## config.mk

```make
export PLATFORM = sky130hd
export DESIGN_NAME = card_selector_flat
export DESIGN_NICKNAME = d
export VERILOG_FILES = /design/src/rtl/memory_pkg.sv /design/src/rtl/card_selector_if.sv /design/src/rtl/button_conditioner.sv /design/src/rtl/card_selector.sv /design/src/flat_wrapper.sv
export SDC_FILE = /design/constraint.sdc
export NUM_CORES = 1
export LEC_CHECK = 0
export CAP_MARGIN = 20
export CORE_UTILIZATION = 50
export DETAILED_ROUTE_END_ITERATION = 7
export GPL_TIMING_DRIVEN = 0
export PLACE_DENSITY = 0.78
export SYNTH_ARGS = -nofsm -noshare
export SYNTH_HDL_FRONTEND = slang
export SYNTH_HIERARCHICAL = 1
export SYNTH_SLANG_ARGS = --single-unit
```

## constraint.sdc

```tcl
create_clock -name clk -period 2.3 [get_ports clk]
set_input_delay 0.46 -clock clk [delete_from_list [all_inputs] [get_ports clk]]
set_output_delay 0.46 -clock clk [all_outputs]
set_load 0.05 [all_outputs]
```

## src/rtl/memory_pkg.sv

```systemverilog
// Shared memory-game types: board geometry, card-array typedef and pick-state enum.
// Also hosts the nearest-unmatched search used when CURSOR_SKIP_MATCHED_EN is defined.
package memory_pkg;

  localparam int unsigned N_CARDS     = 16;
  localparam int unsigned CARD_W      = 5;
  localparam int unsigned MATCHED_BIT = CARD_W - 1;
  localparam int unsigned IDX_W       = $clog2(N_CARDS);

  typedef logic [IDX_W-1:0]                  idx_t;
  typedef logic [CARD_W-1:0]                 card_t;
  typedef logic [0:N_CARDS-1][CARD_W-1:0]    card_arr_t;

  typedef enum logic [1:0] {
    SEL_IDLE = 2'd0,
    SEL_ONE  = 2'd1,
    SEL_TWO  = 2'd2
  } sel_state_t;

  // Walks at most N_CARDS-1 positions away from cur; returns cur if every other card is matched.
  function automatic idx_t next_unmatched(idx_t cur, logic fwd, card_arr_t arr);
    idx_t res;
    idx_t p;
    logic found;
    res   = cur;
    found = 1'b0;
    for (int unsigned k = 1; k < N_CARDS; k++) begin
      p = fwd ? idx_t'((32'(cur) + k) % N_CARDS)
              : idx_t'((32'(cur) + N_CARDS - k) % N_CARDS);
      if (!found && !arr[p][MATCHED_BIT]) begin
        res   = p;
        found = 1'b1;
      end
    end
    return res;
  endfunction

endpackage

```

## src/rtl/card_selector_if.sv

```systemverilog
// Link between the card selector and the game FSM / video generator.
interface card_selector_if;
  import memory_pkg::*;

  logic      enable;
  logic      clear;
  card_arr_t arr_cartas;
  idx_t      cursor;
  logic [1:0] cartas_sw;
  logic      se_eligio_carta;
  idx_t      first_idx;
  idx_t      second_idx;

  modport slave (
    input  enable, clear, arr_cartas,
    output cursor, cartas_sw, se_eligio_carta, first_idx, second_idx
  );

  modport master (
    output enable, clear, arr_cartas,
    input  cursor, cartas_sw, se_eligio_carta, first_idx, second_idx
  );
endinterface

```

## src/rtl/button_conditioner.sv

```systemverilog
// Pushbutton front end: 2-flop synchronizer, consecutive-sample debouncer and a
// one-cycle pulse on each rising edge of the debounced level.
module button_conditioner #(
  parameter int unsigned DEB_CYCLES = 500000
) (
  input  logic clk,
  input  logic rst,
  input  logic btn,
  output logic press
);

  localparam int unsigned CntW = $clog2(DEB_CYCLES + 1);

  logic            sync1_q, sync2_q;
  logic            level_q, level_dly_q;
  logic            press_q;
  logic [CntW-1:0] cnt_q;

  always_ff @(posedge clk or negedge rst) begin
    if (!rst) begin
      sync1_q     <= 1'b0;
      sync2_q     <= 1'b0;
      level_q     <= 1'b0;
      level_dly_q <= 1'b0;
      press_q     <= 1'b0;
      cnt_q       <= '0;
    end else begin
      sync1_q <= btn;
      sync2_q <= sync1_q;
      // Any sample agreeing with the current level restarts the stability run.
      if (sync2_q == level_q) begin
        cnt_q <= '0;
      end else if (cnt_q == CntW'(DEB_CYCLES - 1)) begin
        level_q <= sync2_q;
        cnt_q   <= '0;
      end else begin
        cnt_q <= cnt_q + 1'b1;
      end
      level_dly_q <= level_q;
      press_q     <= level_q & ~level_dly_q;
    end
  end

  assign press = press_q;

endmodule

```

## src/rtl/card_selector.sv

```systemverilog
// Player input stage: conditions Izq/Der/Sel, moves the board cursor and collects two picks.
// Optional CURSOR_SKIP_MATCHED_EN makes Izq/Der jump to the nearest unmatched card.
module card_selector
  import memory_pkg::*;
#(
  parameter int unsigned DEB_CYCLES = 500000
) (
  input  logic                  clk,
  input  logic                  rst,
  input  logic                  izq,
  input  logic                  der,
  input  logic                  sel,
  card_selector_if.slave        bus
);

  logic izq_p, der_p, sel_p;

  button_conditioner #(.DEB_CYCLES(DEB_CYCLES)) u_izq (
    .clk(clk), .rst(rst), .btn(izq), .press(izq_p)
  );
  button_conditioner #(.DEB_CYCLES(DEB_CYCLES)) u_der (
    .clk(clk), .rst(rst), .btn(der), .press(der_p)
  );
  button_conditioner #(.DEB_CYCLES(DEB_CYCLES)) u_sel (
    .clk(clk), .rst(rst), .btn(sel), .press(sel_p)
  );

  idx_t       cursor_q, cursor_d;
  idx_t       first_q, second_q;
  sel_state_t state_q;
  logic [1:0] sw_q;
  logic       pulse_q;
  logic       pick_ok;

  always_comb begin
    cursor_d = cursor_q;
    if (bus.enable && (izq_p ^ der_p)) begin
`ifdef CURSOR_SKIP_MATCHED_EN
      cursor_d = next_unmatched(cursor_q, der_p, bus.arr_cartas);
`else
      if (der_p) begin
        cursor_d = (cursor_q == idx_t'(N_CARDS - 1)) ? '0 : cursor_q + 1'b1;
      end else begin
        cursor_d = (cursor_q == '0) ? idx_t'(N_CARDS - 1) : cursor_q - 1'b1;
      end
`endif
    end
  end

  always_comb begin
    pick_ok = sel_p && bus.enable && (state_q != SEL_TWO) &&
              !bus.arr_cartas[cursor_q][MATCHED_BIT] &&
              !((state_q == SEL_ONE) && (cursor_q == first_q));
  end

  always_ff @(posedge clk or negedge rst) begin
    if (!rst) begin
      cursor_q <= '0;
      state_q  <= SEL_IDLE;
      sw_q     <= 2'd0;
      pulse_q  <= 1'b0;
      first_q  <= '0;
      second_q <= '0;
    end else begin
      cursor_q <= cursor_d;
      pulse_q  <= 1'b0;
      // clear beats a coincident pick; that pick is lost, not queued.
      if (bus.clear) begin
        state_q <= SEL_IDLE;
        sw_q    <= 2'd0;
      end else if (pick_ok) begin
        pulse_q <= 1'b1;
        if (state_q == SEL_IDLE) begin
          state_q <= SEL_ONE;
          sw_q    <= 2'd1;
          first_q <= cursor_q;
        end else begin
          state_q  <= SEL_TWO;
          sw_q     <= 2'd2;
          second_q <= cursor_q;
        end
      end
    end
  end

  assign bus.cursor          = cursor_q;
  assign bus.cartas_sw       = sw_q;
  assign bus.se_eligio_carta = pulse_q;
  assign bus.first_idx       = first_q;
  assign bus.second_idx      = second_q;

endmodule

```

## src/flat_wrapper.sv

```systemverilog
// flat-port wrapper written by rule: the top's interface ports become plain ports
module card_selector_flat import memory_pkg::*;
#(
  parameter int unsigned DEB_CYCLES = 500000
)
  (clk, rst, izq, der, sel, bus_enable, bus_clear, bus_arr_cartas, bus_cursor, bus_cartas_sw, bus_se_eligio_carta, bus_first_idx, bus_second_idx);
  card_selector_if bus_i ();
  input  logic clk;
  input  logic rst;
  input  logic izq;
  input  logic der;
  input  logic sel;
  input wire logic [$bits(bus_i.enable)-1:0] bus_enable;
  input wire logic [$bits(bus_i.clear)-1:0] bus_clear;
  input wire logic [$bits(bus_i.arr_cartas)-1:0] bus_arr_cartas;
  output wire logic [$bits(bus_i.cursor)-1:0] bus_cursor;
  output wire logic [$bits(bus_i.cartas_sw)-1:0] bus_cartas_sw;
  output wire logic [$bits(bus_i.se_eligio_carta)-1:0] bus_se_eligio_carta;
  output wire logic [$bits(bus_i.first_idx)-1:0] bus_first_idx;
  output wire logic [$bits(bus_i.second_idx)-1:0] bus_second_idx;
  assign bus_i.enable = bus_enable;
  assign bus_i.clear = bus_clear;
  assign bus_i.arr_cartas = bus_arr_cartas;
  assign bus_cursor = bus_i.cursor;
  assign bus_cartas_sw = bus_i.cartas_sw;
  assign bus_se_eligio_carta = bus_i.se_eligio_carta;
  assign bus_first_idx = bus_i.first_idx;
  assign bus_second_idx = bus_i.second_idx;
  card_selector #(.DEB_CYCLES(DEB_CYCLES)) u_core (.clk(clk), .rst(rst), .izq(izq), .der(der), .sel(sel), .bus(bus_i));
endmodule
```

==> flow_metrics.py <==
metrics = {
    "outcome": {
        "status": "finished clean",
    },
    "detailed_routing": {
        "viasPerCell": 5.50,
        "wl_met2_um": 3960,
        "first_pass_iters": 4,
        "wl_met3_um": 241,
        "wl_per_cell_um": 14.0,
        "drt-met1-wl_um": 3820,
        "top_layer_used": "met4",
        "drt_iter0_markers": 96,
        "drcViolationCount": 0,
        "antenna_left": 0,
        "totalWireLength_um": 8130,
        "vias": 3196,
    },
    "logic_synthesis": {
        "synth_simple_gate_area_share": 0.226,
        "synth_top_area_cell": "dfrtp_1",
        "synth_compound_area_frac": 0.0746,
        "synth_edf_count": 0,
        "syn-num-nets": 515,
        "ys_ff_latch": 87,
        "synth_area_leaders": "dfrtp_1 49%, xnor2_1 8.1%, nor2_1 5.3%, mux2i_1 2.9%, nand3_1 2.6%",
        "synth_area_sq_um": 4430,
        "synth_fa_ha_area_frac": 0.0141,
        "synth_top_family_by_area": "simple AND/OR/NAND/NOR gates",
        "synth_ff_type": "dfrtp_1",
        "synth.mux.area_fraction": 0.0658,
        "synth_xor_area_frac": 0.0930,
        "synth-seq-area-share": 0.492,
        "yosysWarningCount": 6,
        "syn_area_per_cell_sq_um": 10.5,
        "async_flop_share": 1.00,
        "ys_types": 47,
        "yosys.area.top_type_share": 0.492,
        "synth_cells": 423,
    },
    "grt": {
        "grt_usage": 0.195,
        "antenna_found_initial": 0,
        "grt_max_degree": 73,
        "grt_pass1_wl_um": 13900,
        "overflow": 0,
        "grt_pass1_vias": 3085,
    },
    "clock_tree": {
        "cts_buffers": 9,
        "ctsHtreeMaxLevel": 3,
        "cts_tree": "done",
        "post-cts-setup-buffers": 0,
        "clk_pin_slew_ns": 0.08,
        "clockBufferDepth": 2,
        "worstSkewPairLatency_ns": 0.34,
        "clock_sinks": 87,
        "root_buffer": "clkbuf_8",
    },
    "final_layout": {
        "fin_area_sq_um": 5150,
        "n_antenna_cell": 0,
        "finalNetCount": 564,
        "syn2layout_area_growth_pct": 16.4,
        "layout-drive-gt1-share": 0.0987,
    },
    "setup_path": {
        "cp_max_fo": 10,
        "cp.depth": 1,
        "critPathMaxStageDelay_ns": 0.88,
        "arrival_ns": 1.76,
        "ff2ff_path_depth": 6,
        "critPathRequiredTime_ns": 1.84,
        "critPathBufInv": 1,
        "crit_type": "reg -> out",
        "end_kind": "primary output",
        "critical-path-top-delay-family": "buffers and inverters",
        "critPathLaunchType": "flip-flop",
        "crit_path_top_delay_cell": "clkdlybuf4s50_1",
        "path_cells": "clkdlybuf4s50_1",
    },
    "timing": {
        "tightest_slew_ns": 0.551,
        "setup_ws_ns": 0.0844,
        "clock_skew_ns": 0.0118,
        "rsz0062_at_grt": "no",
        "post-route-period-util": 0.963,
        "finalHoldViolCount": 0,
        "setup_violations": 0,
        "fmax_mhz": 451,
        "max_slew_margin": 0.631,
        "fin_crit_ns": 2.22,
        "slew_violations": 0,
    },
    "floorplan": {
        "die-area_sq_um": 9240,
        "num_rows": 33,
        "start_util": 0.528,
        "io_pins": 102,
        "fp.coreArea_sq_um": 8380,
        "die_w_um": 96.1,
        "die_height_um": 96.1,
    },
    "run": {
        "maxCapViolCount": 0,
    },
    "placed_design": {
        "dp_slack_ns": -0.0744,
        "postPlaceCellArea_sq_um": 4940,
        "port_buffers": 36,
        "gp_congestion": 0.872,
        "hpwl_um": 5750,
    },
    "hold_path": {
        "hold_path_class": "reg -> reg",
        "min_path_cells": 0,
    },
    "power_and_ir_drop": {
        "irDropWorstVdd_mv": 0.310,
        "power_density_nw_per_um2": 540,
        "p_leak_nw": 2.13,
    },
}
-- placed cells by master, fill, tap and decap left out, types with 2 or more instances in the layout --
cell	netlist	layout
or4_4	3	3
buf_2	6	6
buf_4	3	4
nand3_1	23	23
dfrtp_1	87	87
mux2_1	6	6
nor2_1	63	63
and2_1	4	4
nand2_1	20	20
clkbuf_8	0	11
nor4_1	15	15
o41ai_4	3	3
nor2b_1	9	9
clkdlybuf4s50_1	0	35
nor4b_1	3	3
mux2i_1	13	13
inv_1	22	22
mux4_2	2	2
xor2_1	6	6
nor4_2	3	3
xnor2_1	41	41
clkbuf_1	1	2
nor3_1	14	14
o21ai_0	10	10
nand4_4	4	4
nand4_1	13	13
mux2_2	3	3
or3_1	6	6
ha_1	5	5
a21oi_1	15	15
o21a_1	2	2
-- per-stage QoR --
step           hold WS, ns  TNS [ns]  instances  utilization  power [mW]
2_1_floorplan        0.164         0        423            -        1.66
3_3_place_gp         0.336   -202.54        564        0.587        1.73
3_5_place_dp         0.338    -0.392        565        0.590        1.74
4_1_cts              0.356         0        581        0.615        2.81
5_1_grt              0.359         0        581        0.615        2.89
6_report             0.353         0        581        0.615        2.78
-- path summary, 6_finish.rpt --
check | start | to | slack [ns]
setup / recovery | u_core/bus.cursor[1] | bus_cursor[1] | 0.08
hold / removal | u_core/u_sel/sync1_q | u_core/u_sel/sync2_q | 0.35
max in group asynchronous | rst | u_core/u_sel/cnt_q[17] | 1.18
hold reg to reg | u_core/u_sel/sync1_q | u_core/u_sel/sync2_q | 0.35
setup reg to reg | u_core/bus.cursor[2] | u_core/bus.second_idx[2] | 0.14
min in group asynchronous | rst | u_core/u_der/cnt_q[3] | 0.52
-- cell usage after synthesis, types with 2 or more instances --
library cell  instances
dfrtp_1              87
nor2_1               63
xnor2_1              41
nand3_1              23
inv_1                22
nand2_1              20
a21oi_1              15
nor4_1               15
nor3_1               14
mux2i_1              13
nand4_1              13
o21ai_0              10
nor2b_1               9
buf_2                 6
mux2_1                6
or3_1                 6
xor2_1                6
ha_1                  5
and2_1                4
nand4_4               4
buf_4                 3
mux2_2                3
nor4_2                3
nor4b_1               3
o41ai_4               3
or4_4                 3
mux4_2                2
o21a_1                2
-- repair_timing --
action                                  4_1_cts  5_1_grt
gates resized for setup                       0        0
endpoints found under the hold margin        15        0
endpoints found under the setup margin        0        0
hold buffers                                  1        0
-- state kept, by name (all words and copies together), names as in the netlist, 2 cells and up --
name                   cells
u_core/bus.cartas_sw       2
u_core/bus.cursor          4
u_core/bus.first_idx       4
u_core/bus.second_idx      4
u_core/u_der/cnt_q        19
u_core/u_izq/cnt_q        19
u_core/u_sel/cnt_q        19
-- where the power goes --
part | total, mW | internal (mW) | leakage (nW) | switching [mW]
registers | 1.56 | 1.55 | 1.18 | 0.0148
clock network | 1.07 | 0.555 | 0.0985 | 0.514
logic | 0.151 | 0.0695 | 0.847 | 0.0811
total | 2.78 | 2.17 | 2.13 | 0.610
-- logic make-up after synthesis --
kind of cell | count (synthesis)
xor gates and xnor gates | 47
adders and majority gates | 5
muxes | 25
AOI/OAI and AO/OA | 43
and+or+nand+nor | 182
buffers and inverters | 34
DFF | 87
-- per-layer routing --
| metal | up-vias | GRT usage |
|---|---|---|
| li1 | 1579 | - |
| met1 | 1556 | 0.261 |
| met2 | 50 | 0.310 |
| met3 | 11 | 0.0332 |
| met4 | 0 | 0.0883 |
| met5 | - | 0 |
-- area by class of cell --
type                            count  area (sq um)
Inverter                           22          82.6
Timing Repair Buffer               38           395
Sequential cell                    87          2180
Fill cell                         705          3230
Multi-Input combinational cell    302          2100
Clock inverter                      3          42.5
Buffer                             12          71.3
Clock buffer                       12           155
Tap cell                          105           131
Note: power is estimated with default switching activity, not from simulation.
